### src/rtl/piso_tx.sv
// -----------------------------------------------------------------------------
// piso_tx : parallel-in serial-out transmitter
//
// Takes a WIDTH-bit word through a valid/ready handshake and shifts it out one
// bit per enabled clock. Start/end-of-frame markers are aligned to the serial
// bit so the receiver can re-frame the stream. Back-to-back words are sent
// with no idle gap when a new word is offered on the last bit of the current.
//
// Ports
//   clk         rising-edge clock
//   rst         asynchronous active-low reset
//   en          bit-rate strobe; state advances only on edges with en=1
//   din         parallel word
//   load_valid  din is valid
//   load_ready  transmitter can take din on this edge (combinational)
//   sout        serial data bit (registered)
//   sout_bar    complement of sout (registered)
//   sout_valid  sout carries a word bit
//   sof / eof   first / last bit of a word
//   busy        word in flight (same as sout_valid)
// -----------------------------------------------------------------------------
module piso_tx #(
    parameter int WIDTH     = 8,
    parameter bit MSB_FIRST = 1'b1
) (
    input  logic             clk,
    input  logic             rst,
    input  logic             en,
    input  logic [WIDTH-1:0] din,
    input  logic             load_valid,
    output logic             load_ready,
    output logic             sout,
    output logic             sout_bar,
    output logic             sout_valid,
    output logic             sof,
    output logic             eof,
    output logic             busy
);

    localparam int            CW   = (WIDTH > 1) ? $clog2(WIDTH) : 1;
    localparam logic [CW-1:0] LAST = CW'(WIDTH - 1);

    typedef enum logic {S_IDLE, S_SHIFT} state_t;

    state_t           r_state;
    logic [WIDTH-1:0] r_shift;
    logic [CW-1:0]    r_cnt;
    logic             r_sout;
    logic             r_sout_bar;
    logic             r_valid;
    logic             r_sof;
    logic             r_eof;

    logic             w_accept;
    logic             w_first_bit;
    logic [WIDTH-1:0] w_rest;
    logic             w_next_bit;
    logic [WIDTH-1:0] w_shifted;

    // Bit order is fixed at elaboration: the next bit always sits at the
    // exit end of r_shift, and shifting moves the following bit there.
    generate
        if (MSB_FIRST) begin : g_msb
            assign w_first_bit = din[WIDTH-1];
            assign w_rest      = din << 1;
            assign w_next_bit  = r_shift[WIDTH-1];
            assign w_shifted   = r_shift << 1;
        end else begin : g_lsb
            assign w_first_bit = din[0];
            assign w_rest      = din >> 1;
            assign w_next_bit  = r_shift[0];
            assign w_shifted   = r_shift >> 1;
        end
    endgenerate

    // Counter is always 0 in IDLE, so the last-bit test also covers idle.
    assign load_ready = en && ((r_state == S_IDLE) || (r_cnt == '0));
    assign w_accept   = load_valid && load_ready;

    always_ff @(posedge clk or negedge rst) begin
        if (!rst) begin
            r_state    <= S_IDLE;
            r_shift    <= '0;
            r_cnt      <= '0;
            r_sout     <= 1'b0;
            r_sout_bar <= 1'b1;
            r_valid    <= 1'b0;
            r_sof      <= 1'b0;
            r_eof      <= 1'b0;
        end else if (en) begin
            if (w_accept) begin
                // First bit goes straight to the output on the accepting edge.
                r_state    <= S_SHIFT;
                r_shift    <= w_rest;
                r_cnt      <= LAST;
                r_sout     <= w_first_bit;
                r_sout_bar <= ~w_first_bit;
                r_valid    <= 1'b1;
                r_sof      <= 1'b1;
                r_eof      <= (WIDTH == 1);
            end else if (r_state == S_SHIFT) begin
                if (r_cnt != '0) begin
                    r_shift    <= w_shifted;
                    r_cnt      <= r_cnt - 1'b1;
                    r_sout     <= w_next_bit;
                    r_sout_bar <= ~w_next_bit;
                    r_sof      <= 1'b0;
                    r_eof      <= (r_cnt == CW'(1));
                end else begin
                    // Word done, nothing offered: sout keeps its last value.
                    r_state <= S_IDLE;
                    r_valid <= 1'b0;
                    r_sof   <= 1'b0;
                    r_eof   <= 1'b0;
                end
            end
        end
    end

    assign sout       = r_sout;
    assign sout_bar   = r_sout_bar;
    assign sout_valid = r_valid;
    assign busy       = r_valid;
    assign sof        = r_sof;
    assign eof        = r_eof;

endmodule

### config.mk
export PLATFORM = sky130hd
export DESIGN_NAME = piso_tx
export DESIGN_NICKNAME = d
export VERILOG_FILES = /design/src/rtl/piso_tx.sv
export SDC_FILE = /design/constraint.sdc
export NUM_CORES = 1
export LEC_CHECK = 0
export ABC_AREA = 1
export ABC_CLOCK_PERIOD_IN_PS = 1800
export BUFFER_PORTS_ARGS = -buffer_cell sky130_fd_sc_hd__buf_2
export CORE_MARGIN = 4
export CORE_UTILIZATION = 35
export DETAILED_ROUTE_END_ITERATION = 10
export GPL_TIMING_DRIVEN = 1
export SYNTH_ARGS = -nofsm -noshare
export SYNTH_HDL_FRONTEND = slang
export SYNTH_SLANG_ARGS = --single-unit
### constraint.sdc
create_clock -name clk -period 1.8 [get_ports clk]
set_input_delay 0.09 -clock clk [delete_from_list [all_inputs] [get_ports clk]]
set_output_delay 0.09 -clock clk [all_outputs]
set_load 0.1 [all_outputs]
==> flow_summary.json, run 1 <==
{
  "r2r_cells": 7,
  "yosys.area_share.simple_pct": 31.7,
  "grt_pass1_vias": 687,
  "fin_skew_ps": 9.52,
  "dieArea_sq_um": 3580,
  "p_total_uw": 1780,
  "startpoint": "r_cnt[0]$_DFFE_PN0P_",
  "drt_first_iter_violations": 12,
  "top_level_ports": 19,
  "rsz0062_at_grt": "no",
  "gp_congestion": 0.725,
  "fill_cells": 270,
  "ant_nets": 0,
  "slew_violations": 0,
  "synth_adder_area_share_pct": 3.99,
  "coreArea_sq_um": 2520,
  "setup_violations": 0,
  "die_w_microns": 59.8,
  "cp.required_ps": 1710,
  "cts_made_buffers": 3,
  "clk_pin_slew_worst_paths_ps": 100,
  "start_kind": "flop",
  "fin_util_pct": 42.1,
  "seq_area_sq_um": 402,
  "crit_type": "reg -> out",
  "vias": 751,
  "min_period_ps": 1680,
  "fin_ws_ps": 122,
  "via_per_inst": 4.58,
  "synth_mux_area_share_pct": 0,
  "min_path_type": "in -> reg",
  "first_pass_iters": 4,
  "syn_area_sq_um": 940,
  "drt-total-wl_microns": 1840,
  "synth_xor_area_share_pct": 0.932,
  "path_cells": "inv_1 -> ha_1 -> nand2_4 -> nand2_4 -> nand2_1 -> inv_1 -> buf_12",
  "clockBufferDepth": 2,
  "drc_errors": 0,
  "rows": 18,
  "initial_core_util_pct": 37.3,
  "final_common_cell": "nand3_1",
  "yosys_register_bits": 16,
  "cp-end-kind": "output port",
  "syn_inst": 116,
  "post_drt_wl_per_cell_microns": 11.2,
  "tns_ps": 0,
  "nNetsFinal": 150,
  "p_leak_uw": 0.000618,
  "placed_cells_incl_taps": 159,
  "multi_input_area_sq_um": 387,
  "antenna_found_initial": 0,
  "rrSetupSlack_ps": 340,
  "peakVddDrop_v": 0.000897,
  "final_cells": 164,
  "worst_pin_slew_ps": 486,
  "portBuffers": 18,
  "p_per_area_nw_per_um2": 1680,
  "r2r-end": "r_shift[2]$_DFFE_PN0P_",
  "cts_sinks": 16,
  "crit_end": "load_ready",
  "synth_top_family_by_area": "simple AND/OR/NAND/NOR gates",
  "fmax_mhz": 596,
  "place_ws_ps": 317,
  "cts_max_level": 1,
  "max_slew_margin_pct": 67.8,
  "cts_root_buf": "clkbuf_4",
  "worstPathArrival_ps": 1590,
  "grt-ovfl-total": 0,
  "antenna_cells": 0,
  "finalHoldViolCount": 0,
  "most-common-layout-cells": "nand3_1, nand2_1, inv_1",
  "max_stage_delay_ps": 410,
  "grt_max_degree": 17,
  "timing.final.crit_share_pct": 93.2,
  "die_y_microns": 59.8,
  "drv_cap": 0,
  "slowest_stage": "dfrtp_1",
  "cp_max_fo": 11,
  "clock_latency_ps": 280,
  "drive_gt1_share_pct": 25.4,
  "r2r_start": "r_cnt[0]$_DFFE_PN0P_",
  "area_delta_synth_final_pct": 13.0,
  "grt_pass1_wl_microns": 3020,
  "synth_compound_area_share_pct": 3.99,
  "outcome": "completed",
  "yosys_warnings": 0,
  "synth_cell_types": 19,
  "grt_usage_pct": 11.2,
  "hpwl_microns": 1360,
  "cts_tree": "built",
  "ys_seq_area_share_pct": 42.7,
  "synth_nets": 131,
  "syn_avg_cell_area_sq_um": 8.10
}
kinds of logic (layout without fill, tap and decap cells):
| group | Yosys count | in the layout |
|---|---|---|
| adder cells (fa/ha/maj) | 3 | 3 |
| buffers and inverters | 28 | 46 |
| flip-flops | 16 | 16 |
| XOR/XNOR | 1 | 1 |
| AO/OA/AOI/OAI | 7 | 7 |
| AND/OR/NAND/NOR | 61 | 61 |
timing repair:
item,in CTS,in global routing
hold buffers,1,0
resized for setup,0,1
setup endpoints to repair,0,1
buffers inserted,0,0
hold endpoints to repair,15,0
worst min-delay path by stage:
| stage | start | end | cells after the start |
|---|---|---|---|
| 2_1_floorplan | rst | busy$_DFFE_PN0P_ | 0 |
| 3_3_place_gp | rst | r_cnt[0]$_DFFE_PN0P_ | 1 |
| 3_5_place_dp | rst | r_cnt[0]$_DFFE_PN0P_ | 1 |
| 4_1_cts | din[0] | r_shift[1]$_DFFE_PN0P_ | 3 |
| 5_1_grt | en | r_state$_DFFE_PN0P_ | 2 |
| 6_report | din[0] | r_shift[1]$_DFFE_PN0P_ | 3 |
synthesized netlist by cell type, drive strengths merged:
master	number	area share, %
nand2	33	16
buf	4	4.4
ha	3	4.0
inv	21	8.4
dfstp	1	2.8
o21ai	6	3.2
nand3	27	15
nor2	1	0.40
dfrtp	15	40
xnor2	1	0.93
clkinv	1	0.93
o211ai	1	0.80
clkbuf	2	2.9
power breakdown:
part           switching (uW)  internal (uW)  total [uW]  leakage, uW
Combinational             758            239         997     0.000405
Sequential               82.0            505         587     0.000198
Clock                     110           85.8         196    0.0000150
Total                     950            830        1780     0.000618
critical path: cells and delay by family, from the launching register on:
kind          cells  cell delay, ps
buf+inv           3             380
fa+ha+maj         1             220
simple gates      3             300
flops             1             410
per-stage QoR:
step / hold slack [ps] / instance area [sq um]
6_report: 65.6 / 1060
5_1_grt: 59.7 / 1060
2_1_floorplan: -206 / 940
3_3_place_gp: 25.7 / 1020
4_1_cts: 58.6 / 1060
3_5_place_dp: 35.1 / 1020
flip-flops by register name, summed over array words and instances (netlist names):
register  flops
busy          1
eof           1
r_cnt         3
r_shift       7
r_state       1
sof           1
sout          1
sout_bar      1
routing by layer:
| layer | vias up | GRT usage (%) | part of all wire (%) |
|---|---|---|---|
| li1 | 397 | - | - |
| met3 | 2 | 2.59 | 4.2 |
| met4 | 0 | 3.80 | 0.54 |
| met1 | 338 | 15.4 | 46 |
| met2 | 14 | 17.1 | 50 |
| met5 | - | 0 | 0 |
final cells by class:
| cell class | count | area share (%) |
|---|---|---|
| well taps | 30 | 3.53 |
| multi-input cells | 72 | 36.4 |
| inverters | 22 | 8.24 |
| repair buffers | 20 | 11.5 |
| clock buffers | 4 | 2.47 |
| flip-flops and latches | 16 | 37.8 |
Note: power is estimated with default switching activity, not from simulation.
==> inputs of run 2 (changes only) <==
==> constraint.sdc (replaced) <==
create_clock -name clk -period 1.8 [get_ports clk]
set_input_delay 0.18 -clock clk [delete_from_list [all_inputs] [get_ports clk]]
set_output_delay 0.18 -clock clk [all_outputs]
set_load 0.1 [all_outputs]
==> run 2 against run 1 <==
- count of clock-buffer cells in the layout unchanged
- clock power rose by 27%
- global-route usage grew 0.82 points
- core utilization increased by 1.4 points
- largest power group unchanged
- non-clock buffer count increased by 2
- worst setup slack got worse by 19 ps
- sequential share of layout area down 1.2 points
- largest cell class unchanged
- flip-flop and latch count unchanged
- first-iteration DRC count decreased by 42%
- combinational power rose by 4%
- clock skew decreased by 3.8 ps
- maximum frequency fell by 1.1%
==> flow_summary.json, run 2 (synthesis results as in run 1) <==
{
  "rrSetupSlack_ps": 370,
  "antenna_cells": 0,
  "clockBufferDepth": 2,
  "seq_area_sq_um": 402,
  "die_y_microns": 59.8,
  "pwr-share-clk_pct": 13.3,
  "place_ws_ps": 288,
  "slew_violations": 0,
  "p_leak_uw": 0.000633,
  "cp-end-kind": "output port",
  "drive_gt1_share_pct": 27.9,
  "cp.required_ps": 1620,
  "clk_pin_slew_worst_paths_ps": 100,
  "top_level_ports": 19,
  "drt-total-wl_microns": 1890,
  "p_sw_uw": 973,
  "fmax_mhz": 589,
  "portBuffers": 18,
  "critPathTopFamily": "buffers and inverters",
  "drv_cap": 0,
  "worstHoldEndpoint": "r_shift[1]$_DFFE_PN0P_",
  "grt_pass1_wl_microns": 3180,
  "nNetsFinal": 152,
  "pwr-share-comb_pct": 55.5,
  "final_area_sq_um": 1100,
  "worst_pin_slew_ps": 485,
  "fin_ws_ps": 103,
  "cts_tree": "built",
  "path_cells": "inv_1 -> ha_2 -> nand2_4 -> nand2_8 -> nand2_1 -> inv_1 -> buf_12",
  "drt_first_iter_violations": 7,
  "worstPathArrival_ps": 1520,
  "cts_max_level": 1,
  "via_per_inst": 4.61,
  "final_common_cell": "nand3_1",
  "grt_pass1_vias": 756,
  "timing.hold.ws_ps": 138,
  "outcome": "completed",
  "grt_usage_pct": 12.0,
  "peakVddDrop_v": 0.00108,
  "hpwl_microns": 1340,
  "drc_errors": 0,
  "fin_util_pct": 43.6,
  "dieArea_sq_um": 3580,
  "cp_max_fo": 11,
  "p_seq_share_pct": 31.3,
  "multi_input_area_sq_um": 398,
  "first_pass_iters": 4,
  "min_path_type": "in -> reg",
  "cts_sinks": 16,
  "gp_congestion": 0.728,
  "regMostFlops": "r_shift",
  "max_slew_margin_pct": 67.9,
  "grt_max_degree": 17,
  "clock_latency_ps": 300,
  "r2r_cells": 7,
  "start_kind": "flop",
  "r2r-end": "r_cnt[2]$_DFFE_PN0P_",
  "dpl_cell_area_sq_um": 1020,
  "intPower_uw": 899,
  "initial_core_util_pct": 37.3,
  "min_period_ps": 1700,
  "slowest_stage": "dfrtp_1",
  "most-common-layout-cells": "nand3_1, nand2_1, inv_1",
  "rows": 18,
  "finalHoldViolCount": 0,
  "largest_reg_flops": 7,
  "p_per_area_nw_per_um2": 1700,
  "post_drt_wl_per_cell_microns": 11.4,
  "die_w_microns": 59.8,
  "vias": 765,
  "cts_root_buf": "clkbuf_4",
  "timing.final.crit_share_pct": 94.3,
  "path_buf_inv": 3,
  "r2r_start": "r_cnt[1]$_DFFE_PN0P_",
  "coreArea_sq_um": 2520,
  "largestRegisters": "r_shift x7, r_cnt x3",
  "cts_made_buffers": 3,
  "swShare_pct": 52.0,
  "ant_nets": 0,
  "antenna_found_initial": 0,
  "fin_skew_ps": 5.68,
  "crit_top_cell": "inv_1",
  "setup_violations": 0,
  "crit_type": "reg -> out",
  "hold-path-cell-count": 3,
  "fill_cells": 277,
  "hp-start": "din[0]",
  "area_delta_synth_final_pct": 16.9,
  "max_stage_delay_ps": 370,
  "grt-ovfl-total": 0
}
==> run 2: cell count changes in the layout (fill, tap and decap cells not counted), sizes merged <==
cell / delta
buf: +2
==> run 2: worst max path at each step <==
stage                          from          to  depth (start not counted)  slack [ps]
2_1_floorplan  r_cnt[0]$_DFFE_PN0P_  load_ready                          7          30
3_3_place_gp   r_cnt[0]$_DFFE_PN0P_  load_ready                          7         320
3_5_place_dp   r_cnt[0]$_DFFE_PN0P_  load_ready                          7         290
4_1_cts        r_cnt[0]$_DFFE_PN0P_  load_ready                          7          30
5_1_grt        r_cnt[1]$_DFFE_PN0P_  load_ready                          7         -10
6_report       r_cnt[1]$_DFFE_PN0P_  load_ready                          7         100
==> run 2: final cells by class <==
| cell class | count | area share (%) |
|---|---|---|
| inverter | 22 | 7.97 |
| tap | 30 | 3.42 |
| clock buffer | 4 | 3.30 |
| timing repair buffer | 22 | 12.5 |
| sequential | 16 | 36.6 |
| multi-input combinational | 72 | 36.2 |
==> run 2: tightest hold or removal path, delay by kind of cell <==
kind                   cells  cell delay [ps]
AO/OA/AOI/OAI              1               70
buffers and inverters      1               80
AND/OR/NAND/NOR            1               70
==> run 2: what timing repair did <==
action,4_1_cts,5_1_grt
setup buffers,0,2
hold buffers,1,0
endpoints found under the hold margin,15,0
endpoints found under the setup margin,1,1
gates resized for setup,1,2
==> run 2: layer usage <==
layer	vias to the layer above	track usage, %	wire [microns]
li1	399	-	-
met1	352	14.5	880
met2	10	19.4	908
met3	4	2.81	67
met4	0	6.65	34
met5	-	0	0
==> run 2: power by group through the flow <==
stage | combinational, uW | sequential (uW) | clock [uW]
after floorplan | 558 | 904 | 0
after global placement | 978 | 587 | 0
after detailed placement | 995 | 593 | 0
after CTS | 1000 | 588 | 259
after global routing | 1130 | 606 | 273
final | 1040 | 585 | 249
==> run 2: per-stage QoR <==
step                std cells  setup TNS (ps)  total power, uW
finish                    166               0             1870
global route              166           -12.4             2010
CTS                       164               0             1850
detailed placement        159               0             1590
global placement          159               0             1570
floorplan                 116               0             1460
==> inputs of run 3 (changes only) <==
CORE_UTILIZATION = 45   (was 35)
CTS_CLUSTER_DIAMETER = 120   (was unset)
PLACE_DENSITY = 0.67   (was unset)
==> run 3 against run 2 <==
- sequential power increased by 0.9%
- count of clock-buffer cells in the layout is the same
- core utilization is 11 points higher
- die area down 19%
- sequential share of layout area is 0.38 points higher
==> flow_summary.json, run 3 (synthesis results as in run 1) <==
{
  "vias": 763,
  "drive_gt1_share_pct": 28.1,
  "nNetsFinal": 151,
  "coreArea_sq_um": 1980,
  "rows": 16,
  "rsz0062_at_grt": "no",
  "cts_tree": "built",
  "p_per_area_nw_per_um2": 1700,
  "setup_violations": 0,
  "final_common_cell": "nand3_1",
  "antenna_found_initial": 0,
  "grt_max_degree": 17,
  "finalHoldViolCount": 0,
  "ant_nets": 0,
  "grt_usage_pct": 13.8,
  "die_w_microns": 53.7,
  "max_slew_margin_pct": 67.6,
  "drv_cap": 0,
  "p_total_uw": 1850,
  "portBuffers": 18,
  "min_path_type": "in -> reg",
  "clockBufferDepth": 2,
  "regMostFlops": "r_shift",
  "start_kind": "flop",
  "largestRegisters": "r_shift x7, r_cnt x3",
  "peakVddDrop_v": 0.00116,
  "drc_errors": 0,
  "cp_max_fo": 11,
  "cts_max_level": 1,
  "gp_congestion": 0.750,
  "most-common-layout-cells": "nand3_1, nand2_1, inv_1",
  "worst_pin_slew_ps": 489,
  "p_leak_uw": 0.000626,
  "outcome": "completed",
  "cts_root_buf": "clkbuf_4",
  "grt-ovfl-total": 0,
  "clock_latency_ps": 290,
  "hpwl_microns": 1260,
  "worstPathArrival_ps": 1520,
  "crit_type": "reg -> out",
  "cp-end-kind": "output port",
  "top_level_ports": 19,
  "r2r_cells": 7,
  "fin_util_pct": 54.9,
  "hold-path-cell-count": 3,
  "initial_core_util_pct": 47.4,
  "cp.required_ps": 1620,
  "tns_ps": 0,
  "via_per_inst": 4.71,
  "fin_skew_ps": 5.09,
  "first_pass_iters": 4,
  "drt-total-wl_microns": 1730,
  "slew_violations": 0,
  "drt_first_iter_violations": 11,
  "dieArea_sq_um": 2880,
  "cts_sinks": 16,
  "timing.final.crit_share_pct": 94.2,
  "antenna_cells": 0,
  "post_drt_wl_per_cell_microns": 10.7,
  "area_delta_synth_final_pct": 15.7,
  "die_y_microns": 53.7,
  "clk_pin_slew_worst_paths_ps": 90,
  "min_period_ps": 1700,
  "largest_reg_flops": 7,
  "grt_pass1_wl_microns": 2850,
  "cts_made_buffers": 3,
  "grt_pass1_vias": 668,
  "fmax_mhz": 590
}
-- run 3: cell count changes in the layout (fill, tap and decap cells not counted) --
cell	change
buf_4	-1
inv_2	+1
inv_1	-1
-- run 3: final timing paths --
| check | startpoint | end | slack, ps |
|---|---|---|---|
| setup / recovery | r_cnt[0]$_DFFE_PN0P_ | load_ready | 100 |
| hold / removal | din[0] | r_shift[1]$_DFFE_PN0P_ | 130 |
| setup reg to reg | r_cnt[0]$_DFFE_PN0P_ | r_cnt[2]$_DFFE_PN0P_ | 340 |
| hold reg to reg | sof$_DFFE_PN0P_ | sof$_DFFE_PN0P_ | 480 |
| max in group asynchronous | rst | sout_bar$_DFFE_PN1P_ | 1190 |
| min in group asynchronous | rst | sof$_DFFE_PN0P_ | 310 |
-- run 3: per-layer routing --
metal / part of all wire, % / GRT usage [%] / wire, microns
met4: 0.75 / 4.68 / 13
met2: 48 / 21.4 / 823
met1: 45 / 16.8 / 779
met5: 0 / 0 / 0
met3: 6.5 / 6.09 / 113
-- run 3: area by class of cell --
cell class / count / area [sq um]
Clock buffer: 4 / 36.3
Multi-Input combinational cell: 72 / 398
Sequential cell: 16 / 402
Fill cell: 184 / 895
Inverter: 22 / 87.6
Tap cell: 27 / 33.8
Timing Repair Buffer: 21 / 130
-- run 3: power by group --
part	total, uW	internal [uW]	switching [uW]
combinational	1030	262	763
sequential	590	505	85.1
clock	237	123	114
total	1850	891	962
-- run 3: through the flow --
step,hold WS [ps],std cells,setup WS (ps),instance area (sq um)
floorplan,-116,116,30.7,940
global placement,114,156,318,1020
CTS,129,161,10.2,1070
finish,130,162,104,1090
detailed placement,119,156,260,1020
global route,134,162,23.4,1090
-- run 3: timing repair --
item	in CTS	in global routing
hold buffers	1	0
endpoints found under the setup margin	1	1
setup buffers	0	1
hold endpoints to repair	15	0
gates resized for setup	1	3
-- run 3: worst max-delay path, cell delays in order, from the launching register on --
cell and delay (ps):
dfrtp_1 400, inv_1 110, ha_2 220, nand2_4 80
nand2_8 90, nand2_1 80, inv_2 80, buf_12 170
